`config.mk`:
```
export PLATFORM = sky130hd
export DESIGN_NAME = ps2_rx_sequencer
export DESIGN_NICKNAME = d
export VERILOG_FILES = /design/src/rtl/ps2_rx_sequencer.sv
export SDC_FILE = /design/constraint.sdc
export NUM_CORES = 1
export LEC_CHECK = 0
export BUFFER_PORTS_ARGS = -buffer_cell sky130_fd_sc_hd__clkbuf_2
export CORE_ASPECT_RATIO = 1.2
export CORE_MARGIN = 4
export CORE_UTILIZATION = 53
export CTS_CLUSTER_DIAMETER = 200
export CTS_CLUSTER_SIZE = 12
export DETAILED_ROUTE_END_ITERATION = 10
export PLACE_DENSITY = 0.75
export REMOVE_ABC_BUFFERS = 1
export SETUP_SLACK_MARGIN = 0.02
export SYNTH_ARGS = -nofsm -noshare
export SYNTH_HDL_FRONTEND = slang
export SYNTH_SLANG_ARGS = --single-unit
```
`constraint.sdc`:
```
create_clock -name clk -period 2.2 [get_ports clk]
set_input_delay 0.33 -clock clk [delete_from_list [all_inputs] [get_ports clk]]
set_output_delay 0.33 -clock clk [all_outputs]
set_load 0.02 [all_outputs]
```
`src/rtl/ps2_rx_sequencer.sv`:
```
// ps2_rx_sequencer
//   Host-side PS/2 receive controller. Synchronizes the raw keyboard clock/data
//   into the clk domain and captures 11-bit frames (start, 8 data LSB-first, odd
//   parity, stop). E0/F0 prefix bytes are folded into a single key event, which
//   is presented through a one-entry valid/ready buffer. While an event is held
//   and no frame is in flight, the keyboard clock is inhibited.
//
// Ports
//   clk          in   system clock, all logic on posedge
//   reset        in   asynchronous active-low reset
//   keyb_clk_in  in   raw PS/2 clock (asynchronous)
//   keyb_data    in   raw PS/2 data (asynchronous)
//   keyb_clk_oe  out  1 = pull PS/2 clock low (inhibit)
//   key_code     out  scan code of the event, prefixes stripped
//   key_release  out  event was preceded by F0
//   key_ext      out  event was preceded by E0
//   key_valid    out  event available, held until accepted
//   key_ready    in   consumer accepts on key_valid & key_ready
//   frame_err    out  one-cycle pulse on bad start/parity/stop or timeout
//   overflow     out  sticky: an event was dropped because the buffer was full
//   ovf_clear    in   clears overflow, wins over a same-cycle set
module ps2_rx_sequencer #(
    parameter int unsigned TIMEOUT_CYCLES = 5000
) (
    input  logic       clk,
    input  logic       reset,
    input  logic       keyb_clk_in,
    input  logic       keyb_data,
    output logic       keyb_clk_oe,
    output logic [7:0] key_code,
    output logic       key_release,
    output logic       key_ext,
    output logic       key_valid,
    input  logic       key_ready,
    output logic       frame_err,
    output logic       overflow,
    input  logic       ovf_clear
);

    localparam int unsigned ToW = $clog2(TIMEOUT_CYCLES + 1);
    localparam logic [ToW-1:0] ToLast = ToW'(TIMEOUT_CYCLES - 1);
    localparam logic [ToW-1:0] ToOne  = ToW'(1);

    typedef enum logic [1:0] {StIdle, StShift, StCheck} state_e;

    state_e         state_q, state_d;
    logic           clk_s1_q, clk_s2_q, clk_prev_q;
    logic           data_s1_q, data_s2_q;
    logic [3:0]     bit_cnt_q, bit_cnt_d;
    logic [9:0]     shift_q, shift_d;
    logic [ToW-1:0] to_cnt_q, to_cnt_d;
    logic           ext_q, ext_d, brk_q, brk_d;
    logic [7:0]     code_q, code_d;
    logic           rel_out_q, rel_out_d, ext_out_q, ext_out_d;
    logic           valid_q, valid_d;
    logic           err_q, err_d;
    logic           ovf_q, ovf_d;
    logic           oe_q, oe_d;
    logic           ps2_fall, emit, load;

    // Synchronizers idle high so reset never looks like a falling edge.
    always_ff @(posedge clk or negedge reset) begin
        if (!reset) begin
            clk_s1_q   <= 1'b1;
            clk_s2_q   <= 1'b1;
            clk_prev_q <= 1'b1;
            data_s1_q  <= 1'b1;
            data_s2_q  <= 1'b1;
        end else begin
            clk_s1_q   <= keyb_clk_in;
            clk_s2_q   <= clk_s1_q;
            clk_prev_q <= clk_s2_q;
            data_s1_q  <= keyb_data;
            data_s2_q  <= data_s1_q;
        end
    end

    assign ps2_fall = clk_prev_q & ~clk_s2_q;

    always_comb begin
        state_d   = state_q;
        bit_cnt_d = bit_cnt_q;
        shift_d   = shift_q;
        to_cnt_d  = '0;
        ext_d     = ext_q;
        brk_d     = brk_q;
        err_d     = 1'b0;
        emit      = 1'b0;
        case (state_q)
            StIdle: begin
                // A falling edge with data high is a stray edge, not a start bit.
                if (ps2_fall && !data_s2_q) begin
                    state_d   = StShift;
                    bit_cnt_d = 4'd1;
                end
            end
            StShift: begin
                if (ps2_fall) begin
                    shift_d   = {data_s2_q, shift_q[9:1]};
                    bit_cnt_d = bit_cnt_q + 4'd1;
                    if (bit_cnt_q == 4'd10) begin
                        state_d = StCheck;
                    end
                end else if (to_cnt_q == ToLast) begin
                    err_d   = 1'b1;
                    ext_d   = 1'b0;
                    brk_d   = 1'b0;
                    state_d = StIdle;
                end else begin
                    to_cnt_d = to_cnt_q + ToOne;
                end
            end
            StCheck: begin
                state_d = StIdle;
                // shift_q = {stop, parity, data[7:0]}
                if (!(^shift_q[8:0]) || !shift_q[9]) begin
                    err_d = 1'b1;
                    ext_d = 1'b0;
                    brk_d = 1'b0;
                end else if (shift_q[7:0] == 8'hE0) begin
                    ext_d = 1'b1;
                end else if (shift_q[7:0] == 8'hF0) begin
                    brk_d = 1'b1;
                end else begin
                    emit  = 1'b1;
                    ext_d = 1'b0;
                    brk_d = 1'b0;
                end
            end
            default: state_d = StIdle;
        endcase
    end

    // One-entry output buffer; a slot freed by a same-cycle accept can be refilled.
    always_comb begin
        load      = emit & (~valid_q | key_ready);
        valid_d   = load | (valid_q & ~key_ready);
        code_d    = load ? shift_q[7:0] : code_q;
        rel_out_d = load ? brk_q : rel_out_q;
        ext_out_d = load ? ext_q : ext_out_q;
        ovf_d     = ovf_clear ? 1'b0 : (ovf_q | (emit & valid_q & ~key_ready));
        oe_d      = (state_q == StIdle) & valid_q;
    end

    always_ff @(posedge clk or negedge reset) begin
        if (!reset) begin
            state_q   <= StIdle;
            bit_cnt_q <= '0;
            shift_q   <= '0;
            to_cnt_q  <= '0;
            ext_q     <= 1'b0;
            brk_q     <= 1'b0;
            code_q    <= '0;
            rel_out_q <= 1'b0;
            ext_out_q <= 1'b0;
            valid_q   <= 1'b0;
            err_q     <= 1'b0;
            ovf_q     <= 1'b0;
            oe_q      <= 1'b0;
        end else begin
            state_q   <= state_d;
            bit_cnt_q <= bit_cnt_d;
            shift_q   <= shift_d;
            to_cnt_q  <= to_cnt_d;
            ext_q     <= ext_d;
            brk_q     <= brk_d;
            code_q    <= code_d;
            rel_out_q <= rel_out_d;
            ext_out_q <= ext_out_d;
            valid_q   <= valid_d;
            err_q     <= err_d;
            ovf_q     <= ovf_d;
            oe_q      <= oe_d;
        end
    end

    assign keyb_clk_oe = oe_q;
    assign key_code    = code_q;
    assign key_release = rel_out_q;
    assign key_ext     = ext_out_q;
    assign key_valid   = valid_q;
    assign frame_err   = err_q;
    assign overflow    = ovf_q;

endmodule
```
Yosys cells after proc, flatten, opt, wreduce, memory -nomap -nowiden
Cells that the tools add are included.
{ "op_classes": {"add_sub_neg": 2, "reduce_logical": 14, "eq_ne": 14, "n_bitwise": 12, "mux": 30} }
{ "op_table": {"columns": ["op", "count"], "rows": [
  ["13-bit two-way mux", 3],
  ["8-bit equality test, second input constant", 2],
  ["1-bit two-way mux", 16],
  ["13-bit by 1-bit adder with 13-bit output, second input constant", 1],
  ["13-bit equality test, second input constant", 1],
  ["3-bit inequality test, second input constant", 3],
  ["9-bit parity", 1],
  ["2-bit two-way mux", 4],
  ["4-bit two-way mux", 2],
  ["2-bit inequality test, second input constant", 4],
  ["4-bit one-hot mux with 2 select lines", 1],
  ["4-bit AND reduction", 2],
  ["1-bit bitwise AND", 6],
  ["1-bit one-hot mux with 2 select lines", 3],
  ["3-bit AND reduction", 2],
  ["4-bit by 1-bit adder with 4-bit output, second input constant", 1],
  ["4-bit equality test, second input constant", 1],
  ["4-bit inequality test, second input constant", 1],
  ["2-bit one-hot mux with 2 select lines", 1],
  ["2-bit nonzero test", 2],
  ["1-bit zero test", 3],
  ["1-bit inverter", 3],
  ["1-bit OR", 3],
  ["2-bit by 1-bit equality test with 1-bit output, second input constant", 1],
  ["other kinds (5)", 5]
]} }
{ "word_totals": {"in_bits": 6, "out_inout_bits": 14, "register_bits": 50} }

Depth between registers and ports, before layout
{ "logic_depth": {"word_depth": 9, "ltp_mapped": 7, "ltp_nobuf": 6} }

Worst setup path before layout
OpenSTA, ideal clock, no wires.
{ "synth_timing": {"path_type": "register to register", "start": "register shift_q[6]", "end": "register code_q[0], in the netlist key_code[0]", "path_slack_ps": 86, "n_path_buf": 1, "t_required_ps": 2075, "setup_ps": 125, "stages_incl_launch_ff": 7, "period_less_slack_ps": 2114, "arrival_time_ps": 1988, "path_cell_list": "dfrtp_1 > ha_1 > xnor3_2 > xnor2_4 > and4b_1 > buf_6 > mux2_4"} }
{ "synth_via": {"elab_chain_len": 6, "elab_cells_between_ends": 10, "cone_classes": "eq/ne: 2; mux: 4; bitwise: 1; reduce/logical: 3"} }
{ "synth_rtl": {"columns": ["element", "line", "source"], "rows": [
  ["start, declared", "50", "logic [9:0] shift_q, shift_d;"],
  ["start signal, assigned", "163", "shift_q <= shift_d;"],
  ["8-bit equality test or 9-bit parity (tied branches)", "122, 116", null],
  ["1-bit two-way mux or 1-bit zero test (tied branches)", "122, 116", null],
  ["1-bit two-way mux or 1-bit logical OR (tied branches)", "120, 116", null],
  ["1-bit two-way mux (*)", "116", "if (!(^shift_q[8:0]) || !shift_q[9]) begin"],
  ["1-bit two-way mux (*)", "89", "case (state_q)"],
  ["1-bit bitwise AND (*)", "136", "load = emit & (~valid_q | key_ready);"],
  ["end signal, assigned", "167", "code_q <= code_d;"],
  ["end, declared", "53", "logic [7:0] code_q, code_d;"]
]} }
Every way passes the cells marked *; elsewhere a longest branch is shown, timed or not.
A chain may end at the register's enable or synchronous reset.

Worst setup path in the final report
{ "layout_timing": {"start": "register shift_q[7]", "end": "register code_q[7], in the netlist key_code[7]"} }
{ "layout_via": {"elab_chain_len": 6, "elab_cells_between_ends": 10, "cone_classes": "eq/ne: 2; mux: 4; bitwise: 1; reduce/logical: 3"} }
{ "layout_rtl": {"columns": ["element", "line"], "rows": [
  ["8-bit equality test or 9-bit parity (tied branches)", "122, 116"],
  ["1-bit two-way mux or 1-bit zero test (tied branches)", "122, 116"],
  ["1-bit two-way mux or 1-bit logical OR (tied branches)", "120, 116"],
  ["1-bit two-way mux", "116"],
  ["1-bit two-way mux", "89"],
  ["1-bit bitwise AND", "136"]
]} }
Several ways; a longest one is shown, not always the timed one.

==> flow_metrics.py <==
metrics = {
    "cts": {
        "cts_tree": "built",
        "htree_levels": 2,
        "cts_hold_buf": 0,
        "cts_buffers": 5,
        "cts_root_buf": "clkbuf_8",
        "cts_buffer_depth": 2,
        "clk_pin_slew_ps": 80,
        "cts.sinks": 50,
        "clk_latency_ps": 300,
    },
    "worst_setup_path": {
        "worstPathMaxFanout": 10,
        "r2r_setup_slack_ps": 7,
        "path_cells": "ha_1, xnor3_2, xnor2_4, and4b_2, buf_12, mux2_4",
        "regToRegStartpoint": "shift_q[7]",
        "crit_slowest_cell": "xnor3_2",
        "cp-start-kind": "flip-flop",
        "cp-end-kind": "flip-flop",
        "path_delay_family": "XOR/XNOR gates",
        "cp.required_ps": 2390,
        "cp.arrival_ps": 2380,
        "crit_type": "flip-flop to flip-flop",
        "crit_buf_inv": 1,
        "timing.rr.end": "key_code[7]",
        "reg2reg_depth": 6,
        "critPathMaxStageDelay_ps": 460,
    },
    "global_routing": {
        "grt_start_max_net_pins": 51,
        "grt_use_total_pct": 16.2,
        "overflow": 0,
        "antenna_found_initial": 0,
        "grt_pass1_wl_um": 7250,
        "grt_pass1_vias": 1508,
    },
    "yosys": {
        "ys.flop_type": "dfrtp_1",
        "syn_inst": 206,
        "synth-seq-cells": 50,
        "ys_warn_count": 0,
        "seq_area_frac_synth_pct": 51.9,
        "ys_types": 43,
        "synth_edf_count": 0,
        "mappedNetlistArea_sq_um": 2420,
        "async_flop_share_pct": 100,
        "syn_area_per_cell_sq_um": 11.8,
    },
    "routing": {
        "antenna_left": 0,
        "via_per_inst": 5.45,
        "wl_per_cell_um": 14.4,
        "dr.pass1.iters": 4,
        "vias": 1591,
        "drc": 0,
        "drt-initial-drc-count": 100,
        "routed_wl_um": 4200,
    },
    "timing": {
        "maxSlewHeadroom_pct": 59.7,
        "setup_viol": 0,
        "slew_violations": 0,
        "whs_ps": 109,
        "fin_crit_sh_pct": 99.7,
        "hold_violations": 0,
        "tightest_slew_ps": 604,
        "rsz0062_at_grt": "true",
        "fmax_mhz": 456,
        "period_needed_ps": 2190,
        "skew_ps": 11.6,
        "setup_slack_ps": 7.08,
    },
    "floorplan": {
        "io_pins": 20,
        "die-area_sq_um": 5720,
        "row_count": 26,
        "die_height_um": 82.1,
        "start_util_pct": 56.0,
        "core_sq_um": 4330,
        "die_w_um": 69.7,
    },
    "power_and_ir_drop": {
        "p_leak_uw": 0.00125,
        "p_per_area_nw_per_um2": 1010,
        "peakVddDrop_uv": 943,
    },
    "placement": {
        "gp_congestion": 0.759,
        "place_ws_ps": 8.43,
        "dpl_cell_area_sq_um": 2620,
        "place_inst": 282,
        "place_hpwl_um": 2990,
        "io_buffers": 19,
    },
    "min_path": {
        "min_from": "keyb_clk_in",
        "hold_path.class": "primary input to flip-flop",
        "min_to": "clk_s1_q",
        "holdPathStages": 1,
    },
    "cells_and_area": {
        "final_area_sq_um": 2740,
        "post-route-util_pct": 63.3,
        "fin_cells": 292,
        "layout.nets": 252,
        "syn2layout_area_growth_pct": 13.0,
        "drive_above_1_share_pct": 22.0,
        "diodes": 0,
    },
    "status": {
        "outcome": "finished clean",
    },
    "job": {
        "drv_cap": 0,
    },
}
-- sequential cells by signal (all words and copies together) (netlist names), 2 cells and up --
| register | cells |
|---|---|
| to_cnt_q | 13 |
| bit_cnt_q | 4 |
| state_q | 2 |
| shift_q | 10 |
| key_code | 8 |
-- cells in the final DEF, fill, tap and decap left out, drive strengths merged, types with 2 or more instances in the layout --
cell / count
nand2: 14
mux2: 16
nor2: 11
ha: 11
or3: 5
a31oi: 2
o211ai: 3
dfrtp: 45
clkbuf: 26
a21oi: 8
o21ai: 15
buf: 7
nand3: 9
inv: 12
and3: 2
and2: 5
dfstp: 5
nand4: 5
nor2b: 3
nor3: 3
xor2: 4
nand4bb: 3
xnor2: 4
-- through the flow --
stage                     setup TNS, ps  power [uW]
after floorplan                   -1220        1880
after global placement                0        2130
after detailed placement              0        2160
after CTS                             0        2780
after global routing               -458        2960
final                                 0        2770
-- power breakdown --
part	leakage, uW	internal (uW)	switching, uW	total [uW]
clock network	0.0000524	340	282	622
logic	0.000533	495	471	966
registers	0.000663	1050	129	1180
total	0.00125	1880	883	2770
-- routing by layer --
metal / global-route usage, % / part of all wire, %
met1: 22.1 / 47
met2: 25.6 / 48
met3: 3.79 / 3.4
met4: 5.75 / 1.4
met5: 0 / 0
-- cells in the mapped netlist, types with 2 or more instances --
cell type | instances | area (sq um)
dfstp_2 | 5 | 131
o21ai_0 | 7 | 35.0
nand3_1 | 9 | 45.0
xor2_1 | 4 | 35.0
nand4_1 | 5 | 31.3
mux2_4 | 10 | 150
clkbuf_1 | 3 | 11.3
a31oi_1 | 2 | 12.5
mux2_1 | 6 | 67.6
and3_1 | 2 | 12.5
a21oi_1 | 8 | 40.0
xnor2_4 | 2 | 55.1
inv_1 | 12 | 45.0
ha_1 | 11 | 138
nor2_1 | 11 | 41.3
nor3_1 | 3 | 15.0
nand2_1 | 14 | 52.6
dfrtp_1 | 45 | 1130
nor2b_1 | 3 | 18.8
nand4bb_1 | 3 | 33.8
or3_1 | 5 | 31.3
o211ai_1 | 3 | 22.5
o21ai_1 | 8 | 40.0
xnor2_1 | 2 | 17.5
and2_1 | 5 | 31.3
-- logic make-up (layout without fill, tap and decap cells) --
logic type	count (synthesis)	count (layout)	share of synthesized area (%)
XOR/XNOR	9	9	5.42
multiplexers	17	17	9.40
adder cells (fa/ha/maj)	11	11	5.68
AND/OR/NAND/NOR	66	66	14.9
AO/OA/AOI/OAI	37	37	9.92
buffers and inverters	16	46	2.79
flip-flops	50	50	51.9
-- worst max path at each step --
stage / start / end / slack, ps / depth (start not counted)
after floorplan: shift_q[6] / key_code[0] / -120 / 5
after global placement: shift_q[6] / key_code[0] / 110 / 6
after detailed placement: shift_q[7] / key_code[7] / 8 / 6
after CTS: shift_q[3] / key_code[7] / 20 / 7
after global routing: shift_q[7] / key_code[7] / -60 / 6
final: shift_q[7] / key_code[7] / 7 / 6
-- timing repair --
action | 4_1_cts | 5_1_grt
endpoints found under the setup margin | 10 | 10
resized for setup | 0 | 1
setup buffers | 1 | 1
pin swaps | 1 | 1
-- final cells by class --
type / count / area (sq um)
clock buffers: 7 / 76.3
clock inverters: 1 / 30.0
fillers: 356 / 1590
inverters: 12 / 45.0
multi-input cells: 140 / 1100
flip-flops and latches: 50 / 1260
well taps: 56 / 70.1
repair buffers: 26 / 160
No activity file was read; power rests on OpenSTA's default activity.
